--- src/rtl/sd_cmd_receiver.sv ---
// -----------------------------------------------------------------------------
// sd_cmd_receiver
//
// Receives SD card responses on the CMD line. The line is sampled once per
// SD clock, at the one-iclk strobe `isample`. The receiver waits for a start
// bit, shifts in a 48-bit short response (or a 136-bit R2 response when built
// with SD_R2_RESP_EN), checks framing and CRC7, and then presents the decoded
// fields together with a one-cycle done pulse.
//
// Build option: define SD_R2_RESP_EN to support 136-bit R2 responses. The
// default build handles 48-bit frames only and ties olong to zero.
//
// Ports
//   iclk        system clock; all logic on the rising edge
//   irst        synchronous active-high reset
//   isample     one-iclk strobe marking the CMD sampling point
//   istart      arm the receiver (accepted only when idle)
//   ilong       expect a 136-bit R2 frame (used only with SD_R2_RESP_EN)
//   icmd        raw, asynchronous CMD line
//   obusy       high from arming until the done cycle
//   odone       one-cycle completion pulse
//   oindex      response bits [45:40], the command index
//   oarg        response bits [39:8]
//   olong       R2 bits [127:8]
//   ocrc_err    CRC7 mismatch, valid with odone
//   oframe_err  transmission bit was 1 or end bit was 0, valid with odone
//   otimeout    no start bit within TIMEOUT strobes, valid with odone
// -----------------------------------------------------------------------------
module sd_cmd_receiver #(
  parameter int TIMEOUT = 64
) (
  input  logic         iclk,
  input  logic         irst,
  input  logic         isample,
  input  logic         istart,
  input  logic         ilong,
  input  logic         icmd,
  output logic         obusy,
  output logic         odone,
  output logic [5:0]   oindex,
  output logic [31:0]  oarg,
  output logic [119:0] olong,
  output logic         ocrc_err,
  output logic         oframe_err,
  output logic         otimeout
);

`ifdef SD_R2_RESP_EN
  localparam int SR_W = 136;
`else
  localparam int SR_W = 48;
`endif
  localparam int TMO_W = $clog2(TIMEOUT + 1);

  typedef enum logic [1:0] {
    ST_IDLE       = 2'd0,
    ST_WAIT_START = 2'd1,
    ST_RECEIVE    = 2'd2,
    ST_DONE       = 2'd3
  } state_t;

  state_t state;
  state_t state_next;

  logic              cmd_meta;
  logic              cmd_sync;
  logic [SR_W-1:0]   shreg;
  logic [SR_W-1:0]   shreg_next;
  logic [6:0]        crc;
  logic [7:0]        bit_cnt;
  logic [7:0]        bit_cnt_next;
  logic [7:0]        frame_len;
  logic [7:0]        crc_top;
  logic [7:0]        bit_idx;
  logic [TMO_W-1:0]  tmo_cnt;
  logic              long_mode;
  logic              last_bit;
  logic              in_crc;
  logic              tmo_hit;
  logic              trans_bit;
  logic              crc_bad;
  logic              frame_bad;

  logic              arm;
  logic              start_seen;
  logic              tmo_tick;
  logic              shift_en;
  logic              finish_frame;
  logic              finish_tmo;

  logic              unused_bits;

  // One CRC7 step (x^7 + x^3 + 1), MSB-first serial update.
  function automatic logic [6:0] crc7_step(input logic [6:0] crc_in, input logic din);
    logic fb;
    fb = din ^ crc_in[6];
    crc7_step = {crc_in[5:0], 1'b0} ^ (fb ? 7'h09 : 7'h00);
  endfunction

  // Two-flop synchronizer for the asynchronous CMD line; idles high.
  always_ff @(posedge iclk) begin
    if (irst) begin
      cmd_meta <= 1'b1;
      cmd_sync <= 1'b1;
    end else begin
      cmd_meta <= icmd;
      cmd_sync <= cmd_meta;
    end
  end

  // Frame geometry and the bit currently being captured. bit_idx is the
  // frame bit number (N-1 = start bit ... 0 = end bit) of the incoming sample.
  assign frame_len    = long_mode ? 8'd136 : 8'd48;
  assign crc_top      = long_mode ? 8'd127 : 8'd47;
  assign bit_cnt_next = bit_cnt + 8'd1;
  assign bit_idx      = frame_len - bit_cnt_next;
  assign last_bit     = (bit_cnt_next == frame_len);
  assign in_crc       = (bit_idx >= 8'd8) && (bit_idx <= crc_top);
  assign tmo_hit      = (tmo_cnt == TMO_W'(TIMEOUT - 1));
  assign shreg_next   = {shreg[SR_W-2:0], cmd_sync};

  // The CRC register already covers everything down to bit 8 when the end
  // bit arrives, so the checks use the shift register including this sample.
`ifdef SD_R2_RESP_EN
  assign trans_bit = long_mode ? shreg_next[134] : shreg_next[46];
`else
  assign trans_bit = shreg_next[46];
`endif
  assign crc_bad   = (crc != shreg_next[7:1]);
  assign frame_bad = trans_bit | ~shreg_next[0];

  // Start bit, the dropped shift-out bit and unused header bits are not fields.
  assign unused_bits = ^{shreg[SR_W-1], shreg_next, ilong};

  // FSM state register.
  always_ff @(posedge iclk) begin
    if (irst) begin
      state <= ST_IDLE;
    end else begin
      state <= state_next;
    end
  end

  // FSM next-state logic.
  always_comb begin
    state_next = state;
    case (state)
      ST_IDLE: begin
        if (istart) begin
          state_next = ST_WAIT_START;
        end else begin
          state_next = ST_IDLE;
        end
      end
      ST_WAIT_START: begin
        if (isample && !cmd_sync) begin
          state_next = ST_RECEIVE;
        end else if (isample && tmo_hit) begin
          state_next = ST_DONE;
        end else begin
          state_next = ST_WAIT_START;
        end
      end
      ST_RECEIVE: begin
        if (isample && last_bit) begin
          state_next = ST_DONE;
        end else begin
          state_next = ST_RECEIVE;
        end
      end
      ST_DONE: begin
        state_next = ST_IDLE;
      end
      default: begin
        state_next = ST_IDLE;
      end
    endcase
  end

  // FSM output decode: per-state control strobes for datapath and outputs.
  always_comb begin
    arm          = 1'b0;
    start_seen   = 1'b0;
    tmo_tick     = 1'b0;
    shift_en     = 1'b0;
    finish_frame = 1'b0;
    finish_tmo   = 1'b0;
    case (state)
      ST_IDLE: begin
        arm = istart;
      end
      ST_WAIT_START: begin
        start_seen = isample & ~cmd_sync;
        tmo_tick   = isample & cmd_sync & ~tmo_hit;
        finish_tmo = isample & cmd_sync & tmo_hit;
      end
      ST_RECEIVE: begin
        shift_en     = isample;
        finish_frame = isample & last_bit;
      end
      ST_DONE: begin
        arm = 1'b0;
      end
      default: begin
        arm = 1'b0;
      end
    endcase
  end

  // Receive datapath: shift register, CRC accumulator and counters.
  always_ff @(posedge iclk) begin
    if (irst) begin
      shreg     <= '0;
      crc       <= 7'd0;
      bit_cnt   <= 8'd0;
      tmo_cnt   <= '0;
      long_mode <= 1'b0;
    end else if (arm) begin
      shreg     <= '0;
      crc       <= 7'd0;
      bit_cnt   <= 8'd0;
      tmo_cnt   <= '0;
`ifdef SD_R2_RESP_EN
      long_mode <= ilong;
`else
      long_mode <= 1'b0;
`endif
    end else if (start_seen) begin
      // Start bit is frame bit 1; feeding its 0 into a zero CRC keeps it zero.
      shreg   <= shreg_next;
      crc     <= crc7_step(7'd0, 1'b0);
      bit_cnt <= 8'd1;
    end else if (tmo_tick) begin
      tmo_cnt <= tmo_cnt + TMO_W'(1);
    end else if (shift_en) begin
      shreg   <= shreg_next;
      bit_cnt <= bit_cnt_next;
      if (in_crc) begin
        crc <= crc7_step(crc, cmd_sync);
      end
    end
  end

  // Output registers: done pulse, busy flag, status flags and short fields.
  always_ff @(posedge iclk) begin
    if (irst) begin
      obusy      <= 1'b0;
      odone      <= 1'b0;
      oindex     <= 6'd0;
      oarg       <= 32'd0;
      ocrc_err   <= 1'b0;
      oframe_err <= 1'b0;
      otimeout   <= 1'b0;
    end else begin
      odone <= finish_frame | finish_tmo;
      if (arm) begin
        obusy <= 1'b1;
      end else if (finish_frame || finish_tmo) begin
        obusy <= 1'b0;
      end
      if (arm) begin
        ocrc_err   <= 1'b0;
        oframe_err <= 1'b0;
        otimeout   <= 1'b0;
      end else if (finish_tmo) begin
        otimeout <= 1'b1;
      end else if (finish_frame) begin
        ocrc_err   <= crc_bad;
        oframe_err <= frame_bad;
        if (!long_mode) begin
          oindex <= shreg_next[45:40];
          oarg   <= shreg_next[39:8];
        end
      end
    end
  end

`ifdef SD_R2_RESP_EN
  // R2 payload register, loaded only when a 136-bit frame completes.
  always_ff @(posedge iclk) begin
    if (irst) begin
      olong <= 120'd0;
    end else if (finish_frame && long_mode) begin
      olong <= shreg_next[127:8];
    end
  end
`else
  assign olong = 120'd0;
`endif

endmodule

--- config.mk ---
export PLATFORM = sky130hd
export DESIGN_NAME = sd_cmd_receiver
export DESIGN_NICKNAME = d
export VERILOG_FILES = /design/src/rtl/sd_cmd_receiver.sv
export SDC_FILE = /design/constraint.sdc
export NUM_CORES = 1
export LEC_CHECK = 0
export BUFFER_PORTS_ARGS = -buffer_cell sky130_fd_sc_hd__buf_2
export CAP_MARGIN = 20
export CELL_PAD_IN_SITES_DETAIL_PLACEMENT = 0
export CELL_PAD_IN_SITES_GLOBAL_PLACEMENT = 1
export CORE_MARGIN = 2
export CORE_UTILIZATION = 42
export CTS_BUF_LIST = sky130_fd_sc_hd__clkbuf_4 sky130_fd_sc_hd__clkbuf_8
export DETAILED_ROUTE_END_ITERATION = 6
export PLACE_DENSITY_LB_ADDON = 0.1
export SYNTH_ARGS = -nofsm -noshare
export SYNTH_HDL_FRONTEND = slang
export SYNTH_SLANG_ARGS = --single-unit
--- constraint.sdc ---
create_clock -name iclk -period 3.3 [get_ports iclk]
set_input_delay 0.66 -clock iclk [delete_from_list [all_inputs] [get_ports iclk]]
set_output_delay 0.66 -clock iclk [all_outputs]
set_load 0.005 [all_outputs]
# Word-level counts from Yosys, hierarchy flattened
# Cells that the tools add are included.
# word_totals
ff_bits	115
word_cells	79
# classes
addsub	3
magnitude_cmp	2
n_eq_ne	7
muxes	20
n_bitwise	15
reduce_logical	17
# op_table
cell	count
46-bit 2-to-1 mux	3
1-bit 2-to-1 mux	13
8-bit by 1-bit adder with 8-bit output (second input constant)	1
8-bit by 6-bit == test with 1-bit output (second input constant)	1
8-bit by 4-bit >= comparator with 1-bit output (second input constant)	1
8-bit by 6-bit less-or-equal comparator with 1-bit output (second input constant)	1
2-bit case mux with 4 select lines	1
2-bit AND reduction	4
6-bit by 8-bit subtractor with 8-bit output (first input constant)	1
7-bit by 1-bit adder with 7-bit output (second input constant)	1
7-bit by 6-bit == test with 1-bit output (second input constant)	1
7-bit != test	1
7-bit by 4-bit XOR with 7-bit output	1
1-bit inverter	6
3-bit AND reduction	2
1-bit AND	5
2-bit == test (second input constant)	2
1-bit logical AND	4
2-bit 2-to-1 mux	2
4-bit 2-to-1 mux	1
2-bit nonzero test	2
3-bit OR reduction	1
2-bit by 1-bit == test with 1-bit output (second input constant)	1
2-bit zero test	1
other kinds (6)	7

# Longest topological paths before layout
# depth
depth_word	7
depth_mapped	10
mapped_depth_nobuf	8

# Worst setup path before layout
# Ideal clock, no wire load.
# synth_path
kind	flip-flop to flip-flop
start	register bit_cnt[0]
end	register crc[0]
setup_time_ps	72
arrival_time_ps	2038
slack_ps	1190
stages_incl_launch_ff	9
n_path_buf	1
cell_sequence	dfxtp_1 buf_2 inv_1 ha_1 a211oi_2 mux2i_1 o221ai_2 a32oi_4 mux2i_1
# synth_between
elab_chain_cells	5
elab_cells_between_ends	6
# synth_lines
element	line	text
start, declared	70	logic [7:0] bit_cnt;
start signal, assigned	237	bit_cnt <= bit_cnt_next;
8-bit by 1-bit adder with 8-bit output (*)	115	assign bit_cnt_next = bit_cnt + 8'd1;
net bit_cnt_next[1]	71	logic [7:0] bit_cnt_next;
6-bit by 8-bit subtractor with 8-bit output (*)	116	assign bit_idx = frame_len - bit_cnt_next;
8-bit by 4-bit >= comparator with 1-bit output / 8-bit by 6-bit less-or-equal comparator with 1-bit output (equally long branches)	118	assign in_crc = (bit_idx >= 8'd8) && (bit_idx <= crc_top);
1-bit logical AND (*)	118	
3-bit AND reduction (no source line) (*)	--	
end signal, assigned	231	crc <= crc7_step(7'd0, 1'b0);
end signal, assigned	239	crc <= crc7_step(crc, cmd_sync);
end, declared	69	logic [6:0] crc;
# The timed path passes the listed nets; every way through them passes the cells marked *.
# A chain may end at the register's enable or synchronous reset.

# Worst setup path after layout
# layout_path
start	register bit_cnt[0]
end	register crc[5]
# layout_between
elab_chain_cells	5
elab_cells_between_ends	6
# layout_lines
element	line
8-bit by 1-bit adder with 8-bit output (*)	115
6-bit by 8-bit subtractor with 8-bit output (*)	116
8-bit by 4-bit >= comparator with 1-bit output / 8-bit by 6-bit less-or-equal comparator with 1-bit output (equally long branches)	118
1-bit logical AND (*)	118
3-bit AND reduction (no source line) (*)	--
# Every way passes the cells marked *; elsewhere a longest branch is shown, timed or not.

==> run_results.csv <==
group,metric,value,unit
synth,async_flop_share,0,
clocking,post_cts_buffers,0,
sta,post-route-period-util,0.809,
route,drc,0,
pwr,p_leak,2.72,nW
clocking,cts_tree,"yes",
synth,syn-instance-count,669,
place,dp_hpwl,7.16,mm
clocking,numCtsBuffers,17,
clocking,cts_hold_buf,0,
sta,slew_viol_final,0,
clocking,clockBufferDepth,2,
layout,finalNonFillerCells,896,
setup_path,required,3670,ps
place,place_inst,864,
sta,setup_viol,0,
layout,num-nets-final,716,
layout,final_util,0.460,
route,wl_met1,4.84,mm
run_status,status,"completed",
sta,fmax,375,MHz
layout,layout-drive-gt1-share,0.144,
synth,avgSynthCellArea,8.45,sq um
floorplanning,die-area,14400,sq um
synth,synth_edf_count,0,
place,place_ws,628,ps
pwr,total_power,3.10,mW
route,dr.pass1.iters,6,
sta,fin_setup_tns,0,ps
sta,fin_ws,630,ps
floorplanning,row_count,42,
clocking,cts_root_buf,"clkbuf_8",
setup_path,crit_fanout,13,
route,dr_wl_met2,5.02,mm
min_path,hold_path_class,"register to register",
synth,ys_ff_latch,115,
setup_path,setup.worst_path.start_class,"register",
sta,tightest_slew,737,ps
floorplanning,start_util,0.429,
layout,diodes,0,
floorplanning,ios,169,
synth,seq_area_frac_synth,0.407,
floorplanning,fp.dieH,120,microns
sta,period_minus_slack,2670,ps
synth,synth.distinct_cells,51,
global_routing,gr-total-overflow,0,
route,route.met3.wl,729,microns
route,drt.antenna.violating_nets,0,
sta,relSlewSlack,0.507,
clocking,cts_resized,0,
route,via_per_inst,4.52,
setup_path,worstSetupPathType,"register to register",
sta,hold_viol,0,
synth,synthesis.area,5660,sq um
layout,area_growth,7.39,%
clocking,cts.clk_slew.worst_paths,70,ps
place,io_buffers,47,
setup_path,worst-endpoint-arrival,3040,ps
route,totalWireLength,10.8,mm
floorplanning,fp.dieW,120,microns
run,maxCapViolCount,0,
pwr,peakVddDrop,0.000267,V
sta,fin_skew,9.31,ps
place,gp_congestion,0.793,
clocking,cts_max_level,4,
route,avgRoutedWirePerCell,12.0,microns
route,num_vias,4049,
clocking,cts_sinks,115,
synth,ys.flop_type,"dfxtp_1",
global_routing,track_usage,0.156,
floorplanning,core_area,13200,sq um
sta,rsz0062_at_grt,"false",
route,drt-initial-drc-count,259,
global_routing,grt_start_max_net_pins,45,
global_routing,grt_pass1_vias,3603,
global_routing,antenna_found_initial,1,
global_routing,grt_pass1_wl,17.7,mm
route,maxUsedRoutingLayer,"met5",
clocking,clk_latency,440,ps
pwr,p_per_area,510,nW/um^2
synth,yosys_warnings,0,
setup_path,cp-end-kind,"register",
## sequential cells by signal (all words and copies together) (netlist names), named ones only
| signal | count |
|---|---|
| crc | 7 |
| oframe_err | 1 |
| obusy | 1 |
| tmo_cnt | 7 |
| cmd_sync | 1 |
| bit_cnt | 8 |
| ocrc_err | 1 |
| otimeout | 1 |
| oindex | 6 |
| cmd_meta | 1 |
| shreg | 46 |
| oarg | 32 |
| state | 1 |
| odone | 1 |
## cells in the mapped netlist, types with 3 or more instances
library cell | instances | area (sq um)
buf_6 | 4 | 45.0
nand2b_1 | 4 | 25.0
buf_2 | 7 | 35.0
ha_1 | 3 | 37.5
a31oi_1 | 5 | 31.3
xnor2_1 | 9 | 78.8
dfxtp_1 | 115 | 2300
clkbuf_1 | 18 | 67.6
buf_1 | 5 | 18.8
a21o_1 | 3 | 22.5
a21oi_1 | 58 | 290
nand3_1 | 11 | 55.1
nor2_1 | 68 | 255
o21ai_0 | 6 | 30.0
buf_4 | 122 | 916
inv_1 | 5 | 18.8
xor2_1 | 13 | 114
mux2i_1 | 46 | 460
nand2_1 | 114 | 428
nor3_1 | 6 | 30.0
nor2b_1 | 3 | 18.8
nand4_1 | 3 | 18.8
## report_power, final
part           total (mW)  leakage (nW)  switching, mW  internal (mW)
Combinational      0.0993          1.55         0.0827         0.0166
Clock                1.60         0.238          0.590           1.01
Sequential           1.40         0.927        0.00426           1.39
## per-layer routing
| layer | track usage | up-vias |
|---|---|---|
| met2 | 0.244 | 122 |
| met5 | 0 | - |
| li1 | - | 2046 |
| met1 | 0.193 | 1861 |
| met3 | 0.0589 | 18 |
| met4 | 0.0610 | 2 |
## area by class of cell
cell class | count | area [sq um]
clock buffers | 19 | 262
clock inverters | 13 | 230
fillers | 1308 | 7120
inverters | 5 | 18.8
multi-input cells | 512 | 2710
flip-flops and latches | 115 | 2300
well taps | 176 | 220
repair buffers | 56 | 328
## critical path, cell delays in order, from the launching register on
cell	delay, ps
dfxtp_1	340
ha_1	470
and3_1	280
nand2_1	90
a211oi_2	330
mux2i_1	270
o221ai_2	150
a32oi_4	410
mux2i_1	260
## through the flow
step / instance area [sq um] / hold slack [ps]
6_report: 6070 / 412
3_3_place_gp: 5580 / 399
3_5_place_dp: 5580 / 398
4_1_cts: 6070 / 382
5_1_grt: 6070 / 384
2_1_floorplan: 6100 / 389
## layout by cell type (no fill, tap or decap), types with 3 or more instances in the layout
| cell type | Yosys | final |
|---|---|---|
| buf_2 | 7 | 47 |
| nor2b_1 | 3 | 3 |
| mux2i_1 | 46 | 46 |
| a31oi_1 | 5 | 5 |
| bufinv_16 | 0 | 6 |
| clkbuf_8 | 0 | 19 |
| nor3_1 | 6 | 6 |
| buf_4 | 122 | 7 |
| nand2b_1 | 4 | 4 |
| nor2_1 | 68 | 68 |
| xor2_1 | 13 | 13 |
| ha_1 | 3 | 3 |
| nand3_1 | 11 | 11 |
| nand2_1 | 114 | 114 |
| inv_1 | 5 | 5 |
| xnor2_1 | 9 | 9 |
| o21ai_0 | 6 | 6 |
| nand4_1 | 3 | 3 |
| dfxtp_1 | 115 | 115 |
| a21oi_1 | 58 | 58 |
| conb_1 | 1 | 120 |
| clkinvlp_4 | 0 | 3 |
## worst paths after layout
check / startpoint / end / slack (ps) / depth (start not counted)
worst min register to register: cmd_meta / cmd_sync / 410 / 1
worst max-delay path: bit_cnt[0] / crc[5] / 630 / 8
worst max register to register: bit_cnt[0] / crc[5] / 630 / 8
worst min-delay path: cmd_meta / cmd_sync / 410 / 1
## kinds of logic after synthesis
kind of cell | after synthesis | share of synthesized area
buffers and inverters | 161 | 0.195
AO/OA/AOI/OAI | 89 | 0.0965
adder cells (fa/ha/maj) | 3 | 0.00664
multiplexers | 46 | 0.0814
other | 1 | 0.000663
AND/OR/NAND/NOR | 232 | 0.179
flip-flops | 115 | 0.407
XOR/XNOR | 22 | 0.0341
No activity file was read; power rests on OpenSTA's default activity.
